==> config.mk <==
export PLATFORM = sky130hd
export DESIGN_NAME = rgbw_pwm_generator
export DESIGN_NICKNAME = d
export VERILOG_FILES = /design/src/rtl/rgbw_pwm_pkg.sv /design/src/rtl/pwm_channel_cmp.sv /design/src/rtl/rgbw_pwm_generator.sv
export SDC_FILE = /design/constraint.sdc
export NUM_CORES = 1
export LEC_CHECK = 0
export BUFFER_PORTS_ARGS = -buffer_cell sky130_fd_sc_hd__buf_2
export CAP_MARGIN = 20
export CORE_ASPECT_RATIO = 0.5
export CORE_MARGIN = 1.5
export CORE_UTILIZATION = 64
export DETAILED_ROUTE_END_ITERATION = 10
export PLACE_DENSITY = 0.85
export SYNTH_ARGS = -nofsm -noshare
export SYNTH_HDL_FRONTEND = slang
export SYNTH_SLANG_ARGS = --single-unit
==> constraint.sdc <==
create_clock -name clk -period 7.8 [get_ports clk]
set_clock_uncertainty 0.05 [all_clocks]
set_input_delay 0.39 -clock clk [delete_from_list [all_inputs] [get_ports clk]]
set_output_delay 0.39 -clock clk [all_outputs]
set_load 0.005 [all_outputs]
==> src/rtl/rgbw_pwm_pkg.sv <==
// Shared constants, state encoding and offset helper for the RGBW PWM stage.
package rgbw_pwm_pkg;

    localparam int unsigned DUTY_W     = 8;
    localparam int unsigned PWM_PERIOD = 255;
    localparam int unsigned NUM_CH     = 4;

    // Channel indices
    localparam int unsigned CH_R = 0;
    localparam int unsigned CH_G = 1;
    localparam int unsigned CH_B = 2;
    localparam int unsigned CH_W = 3;

    // Turn-on phase offsets in ticks when staggering is enabled
    localparam int unsigned OFF_R = 0;
    localparam int unsigned OFF_G = 64;
    localparam int unsigned OFF_B = 128;
    localparam int unsigned OFF_W = 192;

    typedef enum logic [1:0] {
        IDLE     = 2'd0,
        RUN      = 2'd1,
        STOPPING = 2'd2
    } state_t;

    // Phase offset of a channel; all zero when staggering is off
    function automatic int unsigned chan_offset(input int unsigned ch, input bit stagger);
        int unsigned off;
        off = OFF_R;
        if (stagger) begin
            case (ch)
                CH_G:    off = OFF_G;
                CH_B:    off = OFF_B;
                CH_W:    off = OFF_W;
                default: off = OFF_R;
            endcase
        end
        return off;
    endfunction

endpackage

==> src/rtl/pwm_channel_cmp.sv <==
// One PWM channel: shadow duty register, offset-modulo position compare and
// registered pin.
//   clk, reset : clock, asynchronous active-low reset
//   load       : shadow load strobe (period boundary / enable edge)
//   active     : FSM is not idle
//   cnt        : shared period counter 0..PERIOD-1
//   duty       : live duty input, captured on load
//   pwm        : registered PWM pin
module pwm_channel_cmp
    import rgbw_pwm_pkg::*;
#(
    parameter int unsigned OFFSET = OFF_R,
    parameter int unsigned PERIOD = PWM_PERIOD
) (
    input  logic              clk,
    input  logic              reset,
    input  logic              load,
    input  logic              active,
    input  logic [DUTY_W-1:0] cnt,
    input  logic [DUTY_W-1:0] duty,
    output logic              pwm
);

    localparam int unsigned POS_W = DUTY_W + 1;

    logic [DUTY_W-1:0] duty_sh;
    logic [POS_W-1:0]  pos_raw;
    logic [POS_W-1:0]  pos;
    logic              on_c;

    // Position within the period shifted by the offset; 9-bit so cnt+offset never wraps
    always_comb begin
        pos_raw = POS_W'(cnt) + POS_W'(OFFSET);
        pos     = pos_raw;
        if (pos_raw >= POS_W'(PERIOD)) begin
            pos = pos_raw - POS_W'(PERIOD);
        end
        on_c = (pos < POS_W'(duty_sh));
    end

    // Shadow duty and registered pin; pin uses the shadow value from before a load
    always_ff @(posedge clk or negedge reset) begin
        if (!reset) begin
            duty_sh <= '0;
            pwm     <= 1'b0;
        end else begin
            if (load) begin
                duty_sh <= duty;
            end
            pwm <= active && on_c;
        end
    end

endmodule

==> src/rtl/rgbw_pwm_generator.sv <==
// Four-channel RGBW PWM generator with period-boundary shadow loading and
// optional turn-on phase stagger.
//   clk, reset        : clock, asynchronous active-low reset
//   enable            : level-sensitive run request
//   presc             : tick every presc+1 clocks (captured at period boundary)
//   red/green/blue/white_in  : duty inputs (captured at period boundary)
//   red/green/blue/white_pwm : registered PWM pins
//   period_start      : one-clock pulse after shadows are loaded
//   busy              : high while running or finishing the last period
module rgbw_pwm_generator
    import rgbw_pwm_pkg::*;
#(
    parameter bit          STAGGER_EN = 1'b1,
    parameter int unsigned PERIOD     = PWM_PERIOD
) (
    input  logic              clk,
    input  logic              reset,
    input  logic              enable,
    input  logic [DUTY_W-1:0] presc,
    input  logic [DUTY_W-1:0] red_in,
    input  logic [DUTY_W-1:0] green_in,
    input  logic [DUTY_W-1:0] blue_in,
    input  logic [DUTY_W-1:0] white_in,
    output logic              red_pwm,
    output logic              green_pwm,
    output logic              blue_pwm,
    output logic              white_pwm,
    output logic              period_start,
    output logic              busy
);

    localparam logic [DUTY_W-1:0] CNT_LAST = DUTY_W'(PERIOD - 1);

    state_t                        state;
    state_t                        state_nxt;
    logic [DUTY_W-1:0]             pcnt;
    logic [DUTY_W-1:0]             cnt;
    logic [DUTY_W-1:0]             presc_sh;
    logic                          tick;
    logic                          wrap;
    logic                          load;
    logic                          running;
    logic [NUM_CH-1:0][DUTY_W-1:0] duty_in;
    logic [NUM_CH-1:0]             pwm_q;

    assign duty_in[CH_R] = red_in;
    assign duty_in[CH_G] = green_in;
    assign duty_in[CH_B] = blue_in;
    assign duty_in[CH_W] = white_in;

    assign running = (state != IDLE);

    // Next state and shadow load strobe; the wrap tick decides between reload and stop
    always_comb begin
        state_nxt = state;
        load      = 1'b0;
        tick      = (pcnt == presc_sh);
        wrap      = tick && (cnt == CNT_LAST);
        unique case (state)
            IDLE: begin
                if (enable) begin
                    state_nxt = RUN;
                    load      = 1'b1;
                end
            end
            RUN, STOPPING: begin
                if (wrap) begin
                    if (enable) begin
                        state_nxt = RUN;
                        load      = 1'b1;
                    end else begin
                        state_nxt = IDLE;
                    end
                end else begin
                    state_nxt = enable ? RUN : STOPPING;
                end
            end
            default: state_nxt = IDLE;
        endcase
    end

    // State register
    always_ff @(posedge clk or negedge reset) begin
        if (!reset) begin
            state <= IDLE;
        end else begin
            state <= state_nxt;
        end
    end

    // Prescaler, period counter and prescaler shadow
    always_ff @(posedge clk or negedge reset) begin
        if (!reset) begin
            pcnt     <= '0;
            cnt      <= '0;
            presc_sh <= '0;
        end else if (load) begin
            pcnt     <= '0;
            cnt      <= '0;
            presc_sh <= presc;
        end else if (!running) begin
            pcnt <= '0;
            cnt  <= '0;
        end else if (tick) begin
            pcnt <= '0;
            cnt  <= wrap ? '0 : cnt + DUTY_W'(1);
        end else begin
            pcnt <= pcnt + DUTY_W'(1);
        end
    end

    // Registered status outputs
    always_ff @(posedge clk or negedge reset) begin
        if (!reset) begin
            period_start <= 1'b0;
            busy         <= 1'b0;
        end else begin
            period_start <= load;
            busy         <= (state_nxt != IDLE);
        end
    end

    // Per-channel compare with its phase offset
    for (genvar ch = 0; ch < NUM_CH; ch++) begin : g_ch
        pwm_channel_cmp #(
            .OFFSET (chan_offset(ch, STAGGER_EN)),
            .PERIOD (PERIOD)
        ) u_cmp (
            .clk    (clk),
            .reset  (reset),
            .load   (load),
            .active (running),
            .cnt    (cnt),
            .duty   (duty_in[ch]),
            .pwm    (pwm_q[ch])
        );
    end

    assign red_pwm   = pwm_q[CH_R];
    assign green_pwm = pwm_q[CH_G];
    assign blue_pwm  = pwm_q[CH_B];
    assign white_pwm = pwm_q[CH_W];

endmodule

==> flow_summary.json <==
{
  "status": "completed",
  "cp-startpoint": "cnt[0]",
  "post-route-drc-count": 0,
  "crit_path_start_kind": "flip-flop",
  "path_cells": "ha_1 -> and3_1 -> ha_1 -> nor2_1 -> o21ai_1 -> nand2_1 -> xnor2_1 -> ha_1 -> a211oi_1 -> o21bai_1 -> a21o_1 -> a221o_1 -> a21oi_1",
  "grt_usage": 0.2955,
  "post-dp-hpwl_um": 6954,
  "postCtsHoldBufs": 0,
  "finalSetupTns_ps": 0,
  "coreArea_um2": 6181,
  "maxCapViolCount": 0,
  "die_area_um2": 7063,
  "leakage_uw": 0.002410,
  "cp-end-kind": "flip-flop",
  "io_buffers": 48,
  "finalWeightedCongestion": 0.8991,
  "dpl_cell_area_um2": 4448,
  "cp_max_fo": 16,
  "slew_headroom": 0.4582,
  "ys_ff_latch": 64,
  "drv_slew": 0,
  "synth_most_common_cell": "dfrtp_1",
  "grt_max_degree": 65,
  "reg2reg_slack_ps": 4120,
  "switching_share": 0.3319,
  "synth_edf_count": 0,
  "slowest_stage": "dfrtp_1",
  "fin_util": 0.7658,
  "highest_layer": "met4",
  "cp-endpoint": "g_ch[1].u_cmp.pwm",
  "fp.dieH_um": 60.18,
  "synth.area.top_cells": "dfrtp_1, mux2_4, ha_1",
  "synthArstFlopShare": 1.000,
  "drt_wl_total_um": 9567,
  "yosys.area.top_type": "dfrtp_1",
  "final_area_um2": 4733,
  "diodes": 0,
  "clkPwrFrac": 0.249,
  "m1WireLength_um": 4531,
  "synth_top_cell_area_share": 0.3827,
  "syn_nets": 478,
  "path_common_cell": "ha_1",
  "avgRoutedWirePerCell_um": 17.95,
  "hp-class": "in2async",
  "antenna_found_initial": 0,
  "r2r-end": "g_ch[1].u_cmp.pwm",
  "fin_crit_ps": 3683,
  "pwr-share-comb": 0.379,
  "grt_pass1_vias": 3113,
  "p_sw_uw": 505.9,
  "area_growth_pct": 13.09,
  "synth_cell_type_count": 51,
  "tightestPinTransition_ps": 812.7,
  "root_buffer": "clkbuf_16",
  "grt_pass1_wl_um": 15640,
  "syn_area_um2": 4185,
  "ys_top_cells_by_count": "dfrtp_1, ha_1, mux2_4",
  "drt_iter0_drc": 218,
  "first_pass_iters": 5,
  "synthCells": 395,
  "finalHoldViolations": 0,
  "route.met2.wl_um": 4370,
  "antenna_left": 0,
  "critical_path_arrival_ps": 3900,
  "rsz0062_at_grt": "no",
  "r2r_cells": 13,
  "io_pins": 49,
  "path_buf_inv": 0,
  "ys_warn_count": 0,
  "cpPeakStageDelay_ps": 640,
  "routed-wl-met3_um": 536,
  "htreeDepth": 3,
  "fin_nets": 523,
  "crit_required_ps": 8020,
  "path_clk_slew_ps": 60,
  "cts_sinks": 64,
  "die_x_um": 117.4,
  "postCtsSetupBuffers": 0,
  "worst_r2r_startpoint": "cnt[0]",
  "power.internal_uw": 1018,
  "avgViaCountPerCell": 5.777,
  "max_freq_mhz": 271.5,
  "cts_resized": 0,
  "cp.depth": 13,
  "clk_latency_ps": 340,
  "synth-main-ff-cell": "dfrtp_1",
  "vias": 3079,
  "cts_tree": "built",
  "worst-setup-path-type": "reg2reg",
  "row_count": 20,
  "ir_drop_uv": 262.2,
  "path_delay_family": "compound AO/OA/AOI/OAI gates",
  "finalCritPeriodShare": 0.4722,
  "powerDensity_nw_per_um2": 322.0,
  "initial_utilization": 0.6771,
  "cts_made_buffers": 9,
  "drive_above_1_share": 0.2517,
  "grt_overflow": 0,
  "seq_area_frac_synth": 0.3827,
  "setup_viol": 0,
  "clock_path_buffers": 2,
  "syn_area_per_cell_um2": 10.60,
  "p_seq_frac": 0.372
}
## sequential cells by signal, indices dropped and copies added (netlist names)
register and cells:
period_start 1, cnt 8, busy 1, state 2, g_ch.u_cmp.pwm 4, pcnt 8, presc_sh 8, g_ch.u_cmp.duty_sh 32
## placed cells by master, fill, tap and decap left out, types with 5 or more instances in the layout
cell       instances
a21o_1             5
a21oi_1           21
and3_1            11
buf_2             48
clkbuf_16          9
dfrtp_1           64
ha_1              40
inv_1             38
mux2_4            39
nand2_1           26
nand3_1           10
nand4_1            9
nor2_1            18
o21ai_0           15
xnor2_1           26
xor2_1             5
## layout make-up
type	instances	area (µm²)
clock buffers	12	256.5
clock inverters	4	28.78
fillers	410	1448
inverters	39	146.4
multi-input cells	276	2335
flip-flops and latches	64	1602
well taps	88	110.1
repair buffers	50	255.2
## kinds of logic after synthesis
kind of cell | share of synthesized area
AO/OA/AOI/OAI | 0.1100
XOR/XNOR | 0.06487
adder cells (fa/ha/maj) | 0.1196
buffers and inverters | 0.05949
flip-flops | 0.3827
multiplexers | 0.1426
AND/OR/NAND/NOR | 0.1208
## worst register-to-register path: stages (launching register included)
cell and delay [ps]:
dfrtp_1 640, ha_1 540, and3_1 240, ha_1 140, nor2_1 70, o21ai_1 300
nand2_1 130, xnor2_1 150, ha_1 310, a211oi_1 280, o21bai_1 130, a21o_1 190
a221o_1 340, a21oi_1 130
## power groups by stage
stage	clock [µW]	sequential, µW	combinational, µW
floorplan	0	535	461
global placement	0	556	542
detailed placement	0	567	572
CTS	385	566	579
global route	401	584	633
finish	380	567	577
## per-layer routing
metal | global-route usage | vias up
met1 | 0.3779 | 1487
li1 | - | 1472
met3 | 0.08874 | 21
met2 | 0.4933 | 99
met5 | 0 | -
met4 | 0.09524 | 0
## metrics by stage
| step | setup WS (ps) | power [µW] | std cells | hold slack (ps) |
|---|---|---|---|---|
| after floorplan | 4694 | 995.9 | 395 | 44.41 |
| after global placement | 4373 | 1098 | 517 | 444.0 |
| after detailed placement | 4198 | 1139 | 517 | 442.8 |
| after CTS | 4167 | 1530 | 533 | 219.2 |
| after global routing | 3838 | 1619 | 533 | 229.4 |
| final | 4117 | 1524 | 533 | 182.8 |
## worst min path at each step
stage                                    end  depth (start not counted)  slack, ps
detailed placement  g_ch[3].u_cmp.duty_sh[1]                          1        440
CTS                              presc_sh[5]                          2        220
finish                           presc_sh[5]                          2        180
global route        g_ch[2].u_cmp.duty_sh[1]                          2        230
floorplan                               busy                          0         40
global placement    g_ch[1].u_cmp.duty_sh[6]                          1        440
(Power assumes the default switching activity.)
